<file path="src/rtl/rv_multicycle_ctrl_if.sv">
// Control and handshake bundle between the RV32I multi-cycle controller and its datapath/memory.
// The master side (controller) drives the controls and reads the IR, the memory ack and the branch result.
interface rv_multicycle_ctrl_if #(
  parameter int CNT_W = 32,
  parameter int XLEN  = 32
);
  logic [XLEN-1:0]  instr;
  logic             mem_ack;
  logic             br_taken;
  logic             ir_we;
  logic             pc_we;
  logic [1:0]       pc_sel;
  logic             mem_req;
  logic             mem_we;
  logic             addr_sel;
  logic [2:0]       ext_op;
  logic [1:0]       alu_a_sel;
  logic             alu_b_sel;
  logic [3:0]       alu_ctrl;
  logic             rf_we;
  logic [1:0]       wd_sel;
  logic             illegal;
  logic [2:0]       state_o;
  logic [CNT_W-1:0] instret;

  modport master (
    input  instr, mem_ack, br_taken,
    output ir_we, pc_we, pc_sel, mem_req, mem_we, addr_sel, ext_op,
           alu_a_sel, alu_b_sel, alu_ctrl, rf_we, wd_sel, illegal, state_o, instret
  );

  modport slave (
    output instr, mem_ack, br_taken,
    input  ir_we, pc_we, pc_sel, mem_req, mem_we, addr_sel, ext_op,
           alu_a_sel, alu_b_sel, alu_ctrl, rf_we, wd_sel, illegal, state_o, instret
  );
endinterface

</file>
<file path="src/rtl/rv_multicycle_ctrl.sv">
// Multi-cycle main controller for the RV32I core: FETCH/DECODE/EXEC/MEM/WB sequencing over a
// shared memory port, with instruction decode into EXT/ALU/RF/PC controls and a retired-instruction counter.
module rv_multicycle_ctrl #(
  parameter int CNT_W = 32,
  parameter int XLEN  = 32
) (
  input logic                 clk,
  input logic                 rstn,
  rv_multicycle_ctrl_if.master bus
);

  typedef enum logic [2:0] {
    IDLE   = 3'd0,
    FETCH  = 3'd1,
    DECODE = 3'd2,
    EXEC   = 3'd3,
    MEM    = 3'd4,
    WB     = 3'd5,
    TRAP   = 3'd6
  } state_e;

  localparam logic [6:0] OPC_LOAD   = 7'b0000011;
  localparam logic [6:0] OPC_OPIMM  = 7'b0010011;
  localparam logic [6:0] OPC_AUIPC  = 7'b0010111;
  localparam logic [6:0] OPC_STORE  = 7'b0100011;
  localparam logic [6:0] OPC_OP     = 7'b0110011;
  localparam logic [6:0] OPC_LUI    = 7'b0110111;
  localparam logic [6:0] OPC_BRANCH = 7'b1100011;
  localparam logic [6:0] OPC_JALR   = 7'b1100111;
  localparam logic [6:0] OPC_JAL    = 7'b1101111;

  state_e           state_q;
  logic [CNT_W-1:0] instret_q;

  logic [XLEN-1:0]  ir_w;
  logic [6:0]       opcode;
  logic [2:0]       funct3;
  logic             funct7b5;
  logic             unused_ir;

  logic isLoad, isStore, isOpImm, isOp, isLui, isAuipc, isBranch, isJal, isJalr;
  logic supported;
  logic isMemOp, isFlowOp;

  logic [2:0] extDec;
  logic [1:0] aSelDec;
  logic       bSelDec;
  logic [3:0] aluCtrlDec;

  logic       ir_we_w, pc_we_w, mem_req_w, mem_we_w, addr_sel_w, alu_b_sel_w, rf_we_w, illegal_w;
  logic [1:0] pc_sel_w, alu_a_sel_w, wd_sel_w;
  logic [2:0] ext_op_w;
  logic [3:0] alu_ctrl_w;

  assign ir_w     = bus.instr;
  assign opcode   = ir_w[6:0];
  assign funct3   = ir_w[14:12];
  assign funct7b5 = ir_w[30];
  assign unused_ir = ^{ir_w[31], ir_w[29:15], ir_w[11:7]};

  always_comb begin
    isLoad   = (opcode == OPC_LOAD);
    isStore  = (opcode == OPC_STORE);
    isOpImm  = (opcode == OPC_OPIMM);
    isOp     = (opcode == OPC_OP);
    isLui    = (opcode == OPC_LUI);
    isAuipc  = (opcode == OPC_AUIPC);
    isBranch = (opcode == OPC_BRANCH);
    isJal    = (opcode == OPC_JAL);
    isJalr   = (opcode == OPC_JALR);
  end

  assign supported = isLoad | isStore | isOpImm | isOp | isLui | isAuipc | isBranch | isJal | isJalr;
  assign isMemOp   = isLoad | isStore;
  assign isFlowOp  = isBranch | isJal | isJalr;

  // Immediate format for the EXT block; shift-immediates need the 5-bit shamt form.
  always_comb begin
    extDec = 3'b000;
    if (isOpImm)               extDec = (funct3 == 3'b001 || funct3 == 3'b101) ? 3'b110 : 3'b010;
    else if (isLoad || isJalr) extDec = 3'b010;
    else if (isStore)          extDec = 3'b001;
    else if (isBranch)         extDec = 3'b011;
    else if (isLui || isAuipc) extDec = 3'b100;
    else if (isJal)            extDec = 3'b101;
  end

  // funct7[5] only selects sub/sra for register ops; for immediates it matters only on right shifts.
  always_comb begin
    aSelDec    = 2'b00;
    bSelDec    = 1'b0;
    aluCtrlDec = 4'b0000;
    if (isOp) begin
      aluCtrlDec = {funct7b5, funct3};
    end else if (isOpImm) begin
      bSelDec    = 1'b1;
      aluCtrlDec = {funct7b5 & (funct3 == 3'b101), funct3};
    end else if (isLoad || isStore || isJalr) begin
      bSelDec = 1'b1;
    end else if (isLui) begin
      aSelDec = 2'b10;
      bSelDec = 1'b1;
    end else if (isAuipc) begin
      aSelDec = 2'b01;
      bSelDec = 1'b1;
    end
  end

  always_comb begin
    ir_we_w     = 1'b0;
    pc_we_w     = 1'b0;
    pc_sel_w    = 2'b00;
    mem_req_w   = 1'b0;
    mem_we_w    = 1'b0;
    addr_sel_w  = 1'b0;
    ext_op_w    = 3'b000;
    alu_a_sel_w = 2'b00;
    alu_b_sel_w = 1'b0;
    alu_ctrl_w  = 4'b0000;
    rf_we_w     = 1'b0;
    wd_sel_w    = 2'b00;
    illegal_w   = 1'b0;
    case (state_q)
      FETCH: begin
        mem_req_w = 1'b1;
        if (bus.mem_ack) begin
          ir_we_w = 1'b1;
          pc_we_w = 1'b1;
        end
      end
      DECODE: begin
        ext_op_w = extDec;
      end
      EXEC: begin
        ext_op_w    = extDec;
        alu_a_sel_w = aSelDec;
        alu_b_sel_w = bSelDec;
        alu_ctrl_w  = aluCtrlDec;
        if (isBranch) begin
          pc_we_w  = bus.br_taken;
          pc_sel_w = 2'b01;
        end else if (isJal || isJalr) begin
          rf_we_w  = 1'b1;
          wd_sel_w = 2'b10;
          pc_we_w  = 1'b1;
          pc_sel_w = isJalr ? 2'b10 : 2'b01;
        end
      end
      MEM: begin
        ext_op_w    = extDec;
        alu_a_sel_w = aSelDec;
        alu_b_sel_w = bSelDec;
        alu_ctrl_w  = aluCtrlDec;
        mem_req_w   = 1'b1;
        addr_sel_w  = 1'b1;
        mem_we_w    = isStore;
      end
      WB: begin
        ext_op_w    = extDec;
        alu_a_sel_w = aSelDec;
        alu_b_sel_w = bSelDec;
        alu_ctrl_w  = aluCtrlDec;
        rf_we_w     = 1'b1;
        wd_sel_w    = isLoad ? 2'b01 : 2'b00;
      end
      TRAP: begin
        illegal_w = 1'b1;
      end
      default: begin
      end
    endcase
  end

  // instret advances on the edge that leaves an instruction's final state; TRAP never retires.
  always_ff @(posedge clk or negedge rstn) begin
    if (!rstn) begin
      state_q   <= IDLE;
      instret_q <= '0;
    end else begin
      case (state_q)
        IDLE: state_q <= FETCH;
        FETCH: begin
          if (bus.mem_ack) state_q <= DECODE;
        end
        DECODE: state_q <= supported ? EXEC : TRAP;
        EXEC: begin
          if (isMemOp) begin
            state_q <= MEM;
          end else if (isFlowOp) begin
            state_q   <= FETCH;
            instret_q <= instret_q + 1'b1;
          end else begin
            state_q <= WB;
          end
        end
        MEM: begin
          if (bus.mem_ack) begin
            if (isStore) begin
              state_q   <= FETCH;
              instret_q <= instret_q + 1'b1;
            end else begin
              state_q <= WB;
            end
          end
        end
        WB: begin
          state_q   <= FETCH;
          instret_q <= instret_q + 1'b1;
        end
        TRAP: state_q <= TRAP;
        default: state_q <= IDLE;
      endcase
    end
  end

  assign bus.ir_we     = ir_we_w;
  assign bus.pc_we     = pc_we_w;
  assign bus.pc_sel    = pc_sel_w;
  assign bus.mem_req   = mem_req_w;
  assign bus.mem_we    = mem_we_w;
  assign bus.addr_sel  = addr_sel_w;
  assign bus.ext_op    = ext_op_w;
  assign bus.alu_a_sel = alu_a_sel_w;
  assign bus.alu_b_sel = alu_b_sel_w;
  assign bus.alu_ctrl  = alu_ctrl_w;
  assign bus.rf_we     = rf_we_w;
  assign bus.wd_sel    = wd_sel_w;
  assign bus.illegal   = illegal_w;
  assign bus.state_o   = state_q;
  assign bus.instret   = instret_q;

endmodule
</file>
<file path="src/flat_wrapper.sv">
// flat-port wrapper written by rule: the top's interface ports become plain ports
module rv_multicycle_ctrl_flat 
#(
  parameter int CNT_W = 32,
  parameter int XLEN  = 32
)
  (clk, rstn, bus_instr, bus_mem_ack, bus_br_taken, bus_ir_we, bus_pc_we, bus_pc_sel, bus_mem_req, bus_mem_we, bus_addr_sel, bus_ext_op, bus_alu_a_sel, bus_alu_b_sel, bus_alu_ctrl, bus_rf_we, bus_wd_sel, bus_illegal, bus_state_o, bus_instret);
  rv_multicycle_ctrl_if #(.CNT_W(CNT_W), .XLEN(XLEN)) bus_i ();
  input logic clk;
  input logic rstn;
  input wire logic [$bits(bus_i.instr)-1:0] bus_instr;
  input wire logic [$bits(bus_i.mem_ack)-1:0] bus_mem_ack;
  input wire logic [$bits(bus_i.br_taken)-1:0] bus_br_taken;
  output wire logic [$bits(bus_i.ir_we)-1:0] bus_ir_we;
  output wire logic [$bits(bus_i.pc_we)-1:0] bus_pc_we;
  output wire logic [$bits(bus_i.pc_sel)-1:0] bus_pc_sel;
  output wire logic [$bits(bus_i.mem_req)-1:0] bus_mem_req;
  output wire logic [$bits(bus_i.mem_we)-1:0] bus_mem_we;
  output wire logic [$bits(bus_i.addr_sel)-1:0] bus_addr_sel;
  output wire logic [$bits(bus_i.ext_op)-1:0] bus_ext_op;
  output wire logic [$bits(bus_i.alu_a_sel)-1:0] bus_alu_a_sel;
  output wire logic [$bits(bus_i.alu_b_sel)-1:0] bus_alu_b_sel;
  output wire logic [$bits(bus_i.alu_ctrl)-1:0] bus_alu_ctrl;
  output wire logic [$bits(bus_i.rf_we)-1:0] bus_rf_we;
  output wire logic [$bits(bus_i.wd_sel)-1:0] bus_wd_sel;
  output wire logic [$bits(bus_i.illegal)-1:0] bus_illegal;
  output wire logic [$bits(bus_i.state_o)-1:0] bus_state_o;
  output wire logic [$bits(bus_i.instret)-1:0] bus_instret;
  assign bus_i.instr = bus_instr;
  assign bus_i.mem_ack = bus_mem_ack;
  assign bus_i.br_taken = bus_br_taken;
  assign bus_ir_we = bus_i.ir_we;
  assign bus_pc_we = bus_i.pc_we;
  assign bus_pc_sel = bus_i.pc_sel;
  assign bus_mem_req = bus_i.mem_req;
  assign bus_mem_we = bus_i.mem_we;
  assign bus_addr_sel = bus_i.addr_sel;
  assign bus_ext_op = bus_i.ext_op;
  assign bus_alu_a_sel = bus_i.alu_a_sel;
  assign bus_alu_b_sel = bus_i.alu_b_sel;
  assign bus_alu_ctrl = bus_i.alu_ctrl;
  assign bus_rf_we = bus_i.rf_we;
  assign bus_wd_sel = bus_i.wd_sel;
  assign bus_illegal = bus_i.illegal;
  assign bus_state_o = bus_i.state_o;
  assign bus_instret = bus_i.instret;
  rv_multicycle_ctrl #(.CNT_W(CNT_W), .XLEN(XLEN)) u_core (.clk(clk), .rstn(rstn), .bus(bus_i));
endmodule
</file>
<file path="config.mk">
export PLATFORM = sky130hd
export DESIGN_NAME = rv_multicycle_ctrl_flat
export DESIGN_NICKNAME = d
export VERILOG_FILES = /design/src/rtl/rv_multicycle_ctrl_if.sv /design/src/rtl/rv_multicycle_ctrl.sv /design/src/flat_wrapper.sv
export SDC_FILE = /design/constraint.sdc
export NUM_CORES = 1
export LEC_CHECK = 0
export BUFFER_PORTS_ARGS = -buffer_cell sky130_fd_sc_hd__buf_2
export CAP_MARGIN = 25
export CORE_MARGIN = 3
export CORE_UTILIZATION = 48
export DETAILED_ROUTE_END_ITERATION = 10
export GPL_ROUTABILITY_DRIVEN = 0
export PLACE_DENSITY = 0.8
export SLEW_MARGIN = 20
export SYNTH_ARGS = -nofsm -noshare
export SYNTH_HDL_FRONTEND = slang
export SYNTH_SLANG_ARGS = --single-unit
export TNS_END_PERCENT = 20
</file>
<file path="constraint.sdc">
create_clock -name clk -period 2.3 [get_ports clk]
set_input_delay 0.115 -clock clk [delete_from_list [all_inputs] [get_ports clk]]
set_output_delay 0.115 -clock clk [all_outputs]
set_load 0.005 [all_outputs]
</file>
==> results.cfg, run 1 <==
[clock_network]
cts_buffers = 5
clk_pin_slew_ps = 70
clock_latency_ps = 290
clock_sinks = 35
tritoncts = built
htreeDepth = 2
cts-root-buf = clkbuf_8
cts_buffer_depth = 2

[synth]
synth_area_mm2 = 0.00225
synth-edff-count = 0
synth-seq-cells = 35
synth_common_cells = dfrtp_1, xnor2_1, nand4_1
yosysTopAreaCellShare = 0.389
synth.distinct_cells = 48
syn-num-nets = 271
synth.most_common_cell = dfrtp_1
synth_cells = 233
synth_area_leaders = dfrtp_1, xnor2_1, nand4_1, and3_1, nand3_1
async_flop_share = 1.00
synth.largest_area_cell = dfrtp_1
avgSynthCellArea_um2 = 9.67
yosysSeqAreaShare = 0.389
dominantRegCellSynth = dfrtp_1
yosysWarnings = 0

[sta]
whs_ps = 232
skew_ps = 8.44
timing.setup.tns_ps = 0
relSlewSlack = 0.486
rsz0062_at_grt = false
slew_violations = 0
fin_crit_sh = 0.901
worst_pin_slew_ps = 771
fmaxAchievable_ghz = 0.483
min_period_ps = 2070
setup_ws_ps = 228
report.final.setup_viol = 0
final_hold_viol_count = 0

[detailed_routing]
ant_nets = 0
viasPerCell = 5.75
wl_per_cell_um = 14.4
vias = 2028
drt_first_iter_violations = 171
detail_route.wirelength_mm = 5.09
drc = 0
drt_first_pass_iters = 4

[power]
p_leak_nw = 1.30
p_per_area_mw_per_mm2 = 734
ir_drop_v = 0.000581

[setup_path]
slowest_delay_ps = 440
worstPathRequired_ps = 2180
crit_type = flip-flop to output pin
arrival_ps = 1960
path_max_fanout = 4
setup.worst_path.start_class = flip-flop
cp-end-kind = output pin
cp_slowest_cell = or4_4
path_cells = inv_1, ha_2, inv_1, nand2_1, nand2_1, or4_4, nor3_2, buf_2

[global_routing]
track_usage = 0.189
grt_max_degree = 36
grt_overflow = 0
first_global_vias = 1818
antenna_found_initial = 0
grt_pass1_wl_mm = 8.18

[placed_design]
dp_hpwl_mm = 3.73
dp_worst_setup_slack_ps = 244
dp_cells = 344
io_buffer_count = 70

[die]
die_h_um = 74.5
io_pins = 92
start_util = 0.507
core_mm2 = 0.00444
num_rows = 24
die_w_um = 74.5
die-area_mm2 = 0.00555

[worst_hold_path]
holdCritPathClass = input pin to flip-flop

[layout]
antenna_cells = 0
layout-drive-gt1-share = 0.336
nets = 340
instances_no_fill = 353
areaGrowthSynthToFinish_pct = 20.4
n_fill_cell = 382

[job]
drv_cap = 0

[status]
status = finished, final reports clean
-- flip-flops by register name (all words and copies together) (netlist names) --
| signal | cells |
|---|---|
| u_core.bus.instret | 32 |
| u_core.bus.state_o | 3 |
-- stage by stage --
step	instance area [um^2]	power, mW	utilization
final	2710	1.99	0.610
after global placement	2600	1.55	0.585
after global routing	2710	2.12	0.610
after detailed placement	2600	1.57	0.585
after CTS	2690	1.98	0.604
after floorplan	2250	1.34	-
-- cells in the final DEF, fill, tap and decap left out, types with 2 or more instances in the layout --
| cell | count |
|---|---|
| buf_2 | 70 |
| dfrtp_1 | 33 |
| xnor2_1 | 31 |
| nand4_1 | 18 |
| nand2_1 | 15 |
| and3_1 | 14 |
| nor2_1 | 13 |
| nand3_1 | 13 |
| inv_1 | 8 |
| a21oi_1 | 7 |
| o21ai_0 | 7 |
| and4_1 | 6 |
| clkbuf_8 | 5 |
| nor3_1 | 4 |
| nand2b_1 | 4 |
| buf_4 | 4 |
| nor3b_1 | 3 |
| and2_1 | 3 |
| nor4b_1 | 3 |
| or2b_2 | 2 |
| o22ai_1 | 2 |
| xor2_1 | 2 |
| nand3b_1 | 2 |
| a211oi_2 | 2 |
| dfrtp_2 | 2 |
-- area by class of cell --
| class | instances | area [um^2] | share of cell area |
|---|---|---|---|
| inverters | 8 | 30.0 | 0.0111 |
| multi-input cells | 176 | 1250 | 0.463 |
| flip-flops and latches | 35 | 878 | 0.324 |
| repair buffers | 76 | 410 | 0.151 |
| well taps | 52 | 65.1 | 0.0240 |
| clock buffers | 6 | 72.6 | 0.0268 |
-- cell families (layout without fill, tap and decap cells) --
| kind of cell | Yosys count | count (layout) | share of synthesized area |
|---|---|---|---|
| adder cells (fa/ha/maj) | 2 | 2 | 0.0111 |
| flip-flops | 35 | 35 | 0.389 |
| multiplexers | 1 | 1 | 0.00500 |
| AND/OR/NAND/NOR | 113 | 113 | 0.312 |
| XOR/XNOR | 33 | 33 | 0.128 |
| AO/OA/AOI/OAI | 27 | 27 | 0.0961 |
| buffers and inverters | 22 | 90 | 0.0583 |
-- worst max-delay path: cells and delay by family (launching register included) --
family	cells	cell delay [ps]
adders and majority gates	1	210
and+or+nand+nor	4	760
DFF	1	380
buffers and inverters	3	320
-- layer usage --
metal / global-route usage / wire, um / vias to the layer above
li1: - / - / 971
met1: 0.249 / 2310 / 984
met2: 0.301 / 2390 / 65
met3: 0.0568 / 323 / 8
met4: 0.0573 / 65 / 0
met5: 0 / 0 / -
-- where the power goes --
| group | leakage (nW) | total (mW) | switching, mW | internal [mW] |
|---|---|---|---|---|
| sequential | 0.472 | 0.808 | 0.117 | 0.691 |
| clock | 0.0371 | 0.404 | 0.203 | 0.202 |
| combinational | 0.792 | 0.778 | 0.407 | 0.371 |
-- worst paths after layout --
path,slack (ps),startpoint,depth (start not counted),to
min in group asynchronous,440,rstn,2,u_core.bus.instret[6]$_DFFE_PN0P_
hold / removal,230,bus_mem_ack,3,u_core.bus.state_o[2]$_DFFE_PN0P_
setup reg to reg,390,u_core.bus.state_o[1]$_DFFE_PN0P_,7,u_core.bus.instret[28]$_DFFE_PN0P_
setup / recovery,230,u_core.bus.state_o[1]$_DFFE_PN0P_,8,bus_alu_a_sel[0]
hold reg to reg,470,u_core.bus.instret[31]$_DFFE_PN0P_,1,u_core.bus.instret[31]$_DFFE_PN0P_
max in group asynchronous,1320,rstn,2,u_core.bus.state_o[2]$_DFFE_PN0P_
-- timing repair --
item                       4_1_cts  5_1_grt
hold endpoints to repair        35        0
hold buffers                     1        0
setup endpoints to repair        2        2
gates resized for setup          2        3
setup buffers                    0        2
(Power assumes the default switching activity.)
==> run 2, diff against run 1 <==
==> constraint.sdc (replaced) <==
create_clock -name clk -period 2 [get_ports clk]
set_input_delay 0.1 -clock clk [delete_from_list [all_inputs] [get_ports clk]]
set_output_delay 0.1 -clock clk [all_outputs]
set_load 0.005 [all_outputs]
==> run 2 against run 1 <==
Against the previous run: clock skew fell by 3.3 ps; sequential power grew 15%; cell count increased by 1.7%; sequential share of layout area fell by 1.0 points; hold slack got worse by 25 ps; die area is the same; critical path depth fell by 4; largest cell class unchanged.
==> results.cfg, run 2 (same netlist as run 1, synthesis figures left out) <==
[power]
power_mw = 2.53
ir_drop_v = 0.000587
p_per_area_mw_per_mm2 = 903
p_leak_nw = 1.35

[sta]
rsz0062_at_grt = false
fin_crit_sh = 0.946
skew_ps = 5.12
slew_violations = 0
report.final.setup_viol = 0
min_period_ps = 1890
final_hold_viol_count = 0
worst_pin_slew_ps = 750
whs_ps = 207
relSlewSlack = 0.500
fmaxAchievable_ghz = 0.529
timing.setup.tns_ps = 0

[detailed_routing]
viasPerCell = 5.63
vias = 2021
detail_route.wirelength_mm = 5.13
ant_nets = 0
drc = 0
drt_first_iter_violations = 160
wl_per_cell_um = 14.3
drt_first_pass_iters = 4

[clock_network]
clock_latency_ps = 290
tritoncts = built
htreeDepth = 2
clk_pin_slew_ps = 70
cts_buffers = 5
cts-root-buf = clkbuf_8
cts_buffer_depth = 2
clock_sinks = 35

[setup_path]
reg2reg_depth = 7
setup.worst_path.start_class = flip-flop
crit_type = flip-flop to output pin
rrSetupSlack_ps = 220
reg2reg_from = u_core.bus.state_o[1]$_DFFE_PN0P_
worstPathRequired_ps = 1900
cp_slowest_cell = dfrtp_2
cp-end-kind = output pin
cp_top_family = simple AND/OR/NAND/NOR gates
path_cells = nand2b_1, or3b_2, a21boi_0, buf_2
cp_num_buf_inv = 1
slowest_delay_ps = 470
r2r-end = u_core.bus.instret[1]$_DFFE_PN0P_
path_max_fanout = 8
arrival_ps = 1790

[die]
start_util = 0.507
die_w_um = 74.5
num_rows = 24
die_h_um = 74.5
io_pins = 92
core_mm2 = 0.00444
die-area_mm2 = 0.00555

[layout]
layout-drive-gt1-share = 0.358
largest_reg_flops = 32
final_util = 0.630
nets = 344
most-common-layout-cells = buf_2, dfrtp_1, xnor2_1
final_common_cell = buf_2
areaGrowthSynthToFinish_pct = 24.3
antenna_cells = 0

[global_routing]
grt_overflow = 0
antenna_found_initial = 0
grt_pass1_wl_mm = 8.16
track_usage = 0.191
first_global_vias = 1775
grt_max_degree = 36

[placed_design]
io_buffer_count = 70
dp_hpwl_mm = 3.71

[worst_hold_path]
worstHoldPathCells = 3
holdCritPathClass = input pin to flip-flop
min_to = u_core.bus.state_o[2]$_DFFE_PN0P_
min-delay-start = bus_mem_ack

[status]
status = finished, final reports clean

[job]
drv_cap = 0
run 2: cell count changes in the layout (fill, tap and decap cells not counted):
cell | before | now
clkinv_2 | 0 | 1
inv_1 | 8 | 7
buf_4 | 4 | 8
nand2_2 | 0 | 1
ha_2 | 1 | 0
clkbuf_1 | 1 | 0
clkbuf_8 | 5 | 6
ha_4 | 0 | 1
inv_2 | 0 | 1
nand2_1 | 15 | 14
bufinv_16 | 0 | 1
run 2: how the worst max path moves through the flow:
stage | startpoint | end | slack, ps | depth (start not counted)
2_1_floorplan | u_core.bus.state_o[1]$_DFFE_PN0P_ | u_core.bus.instret[14]$_DFFE_PN0P_ | 90 | 9
3_3_place_gp | u_core.bus.state_o[1]$_DFFE_PN0P_ | bus_alu_a_sel[0] | 130 | 8
3_5_place_dp | u_core.bus.state_o[0]$_DFFE_PN0P_ | u_core.bus.instret[1]$_DFFE_PN0P_ | 110 | 6
4_1_cts | u_core.bus.state_o[1]$_DFFE_PN0P_ | bus_alu_a_sel[0] | 30 | 8
5_1_grt | u_core.bus.state_o[1]$_DFFE_PN0P_ | bus_alu_a_sel[0] | 20 | 8
6_report | u_core.bus.state_o[2]$_DFFE_PN0P_ | bus_rf_we | 110 | 4
run 2: worst min-delay path: cells and delay by family:
family / cells / cell delay, ps
compound gates: 2 / 240
buf+inv: 1 / 130
run 2: per-stage QoR:
step / worst slack [ps] / area (um^2) / std cells
5_1_grt: 16.8 / 2800 / 359
2_1_floorplan: 85.2 / 2250 / 233
3_5_place_dp: 110 / 2640 / 349
3_3_place_gp: 127 / 2640 / 349
4_1_cts: 29.0 / 2800 / 359
6_report: 108 / 2800 / 359
run 2: layout make-up:
type                            instances  area, um^2
Clock inverter                          2        35.0
Tap cell                               52        65.1
Multi-Input combinational cell        176        1270
Sequential cell                        35         878
Inverter                                8        30.0
Fill cell                             372        1650
Timing Repair Buffer                   80         440
Clock buffer                            6        82.6
run 2: where the power goes:
group	switching (mW)	total (mW)	leakage [nW]	internal, mW
sequential	0.133	0.928	0.472	0.794
combinational	0.480	0.940	0.812	0.460
clock	0.257	0.660	0.0612	0.403
run 2: repair_timing:
item                       in CTS  in global routing
pin swaps                       1                  1
setup endpoints to repair       2                  1
hold endpoints to repair       35                  0
hold buffers                    1                  0
buffers inserted                1                  0
resized for setup               8                  0
run 2: layer usage:
layer	up-vias	wire, um	GRT usage
li1	985	-	-
met1	958	2320	0.256
met2	72	2360	0.296
met3	6	389	0.0635
met4	0	53	0.0573
met5	-	0	0
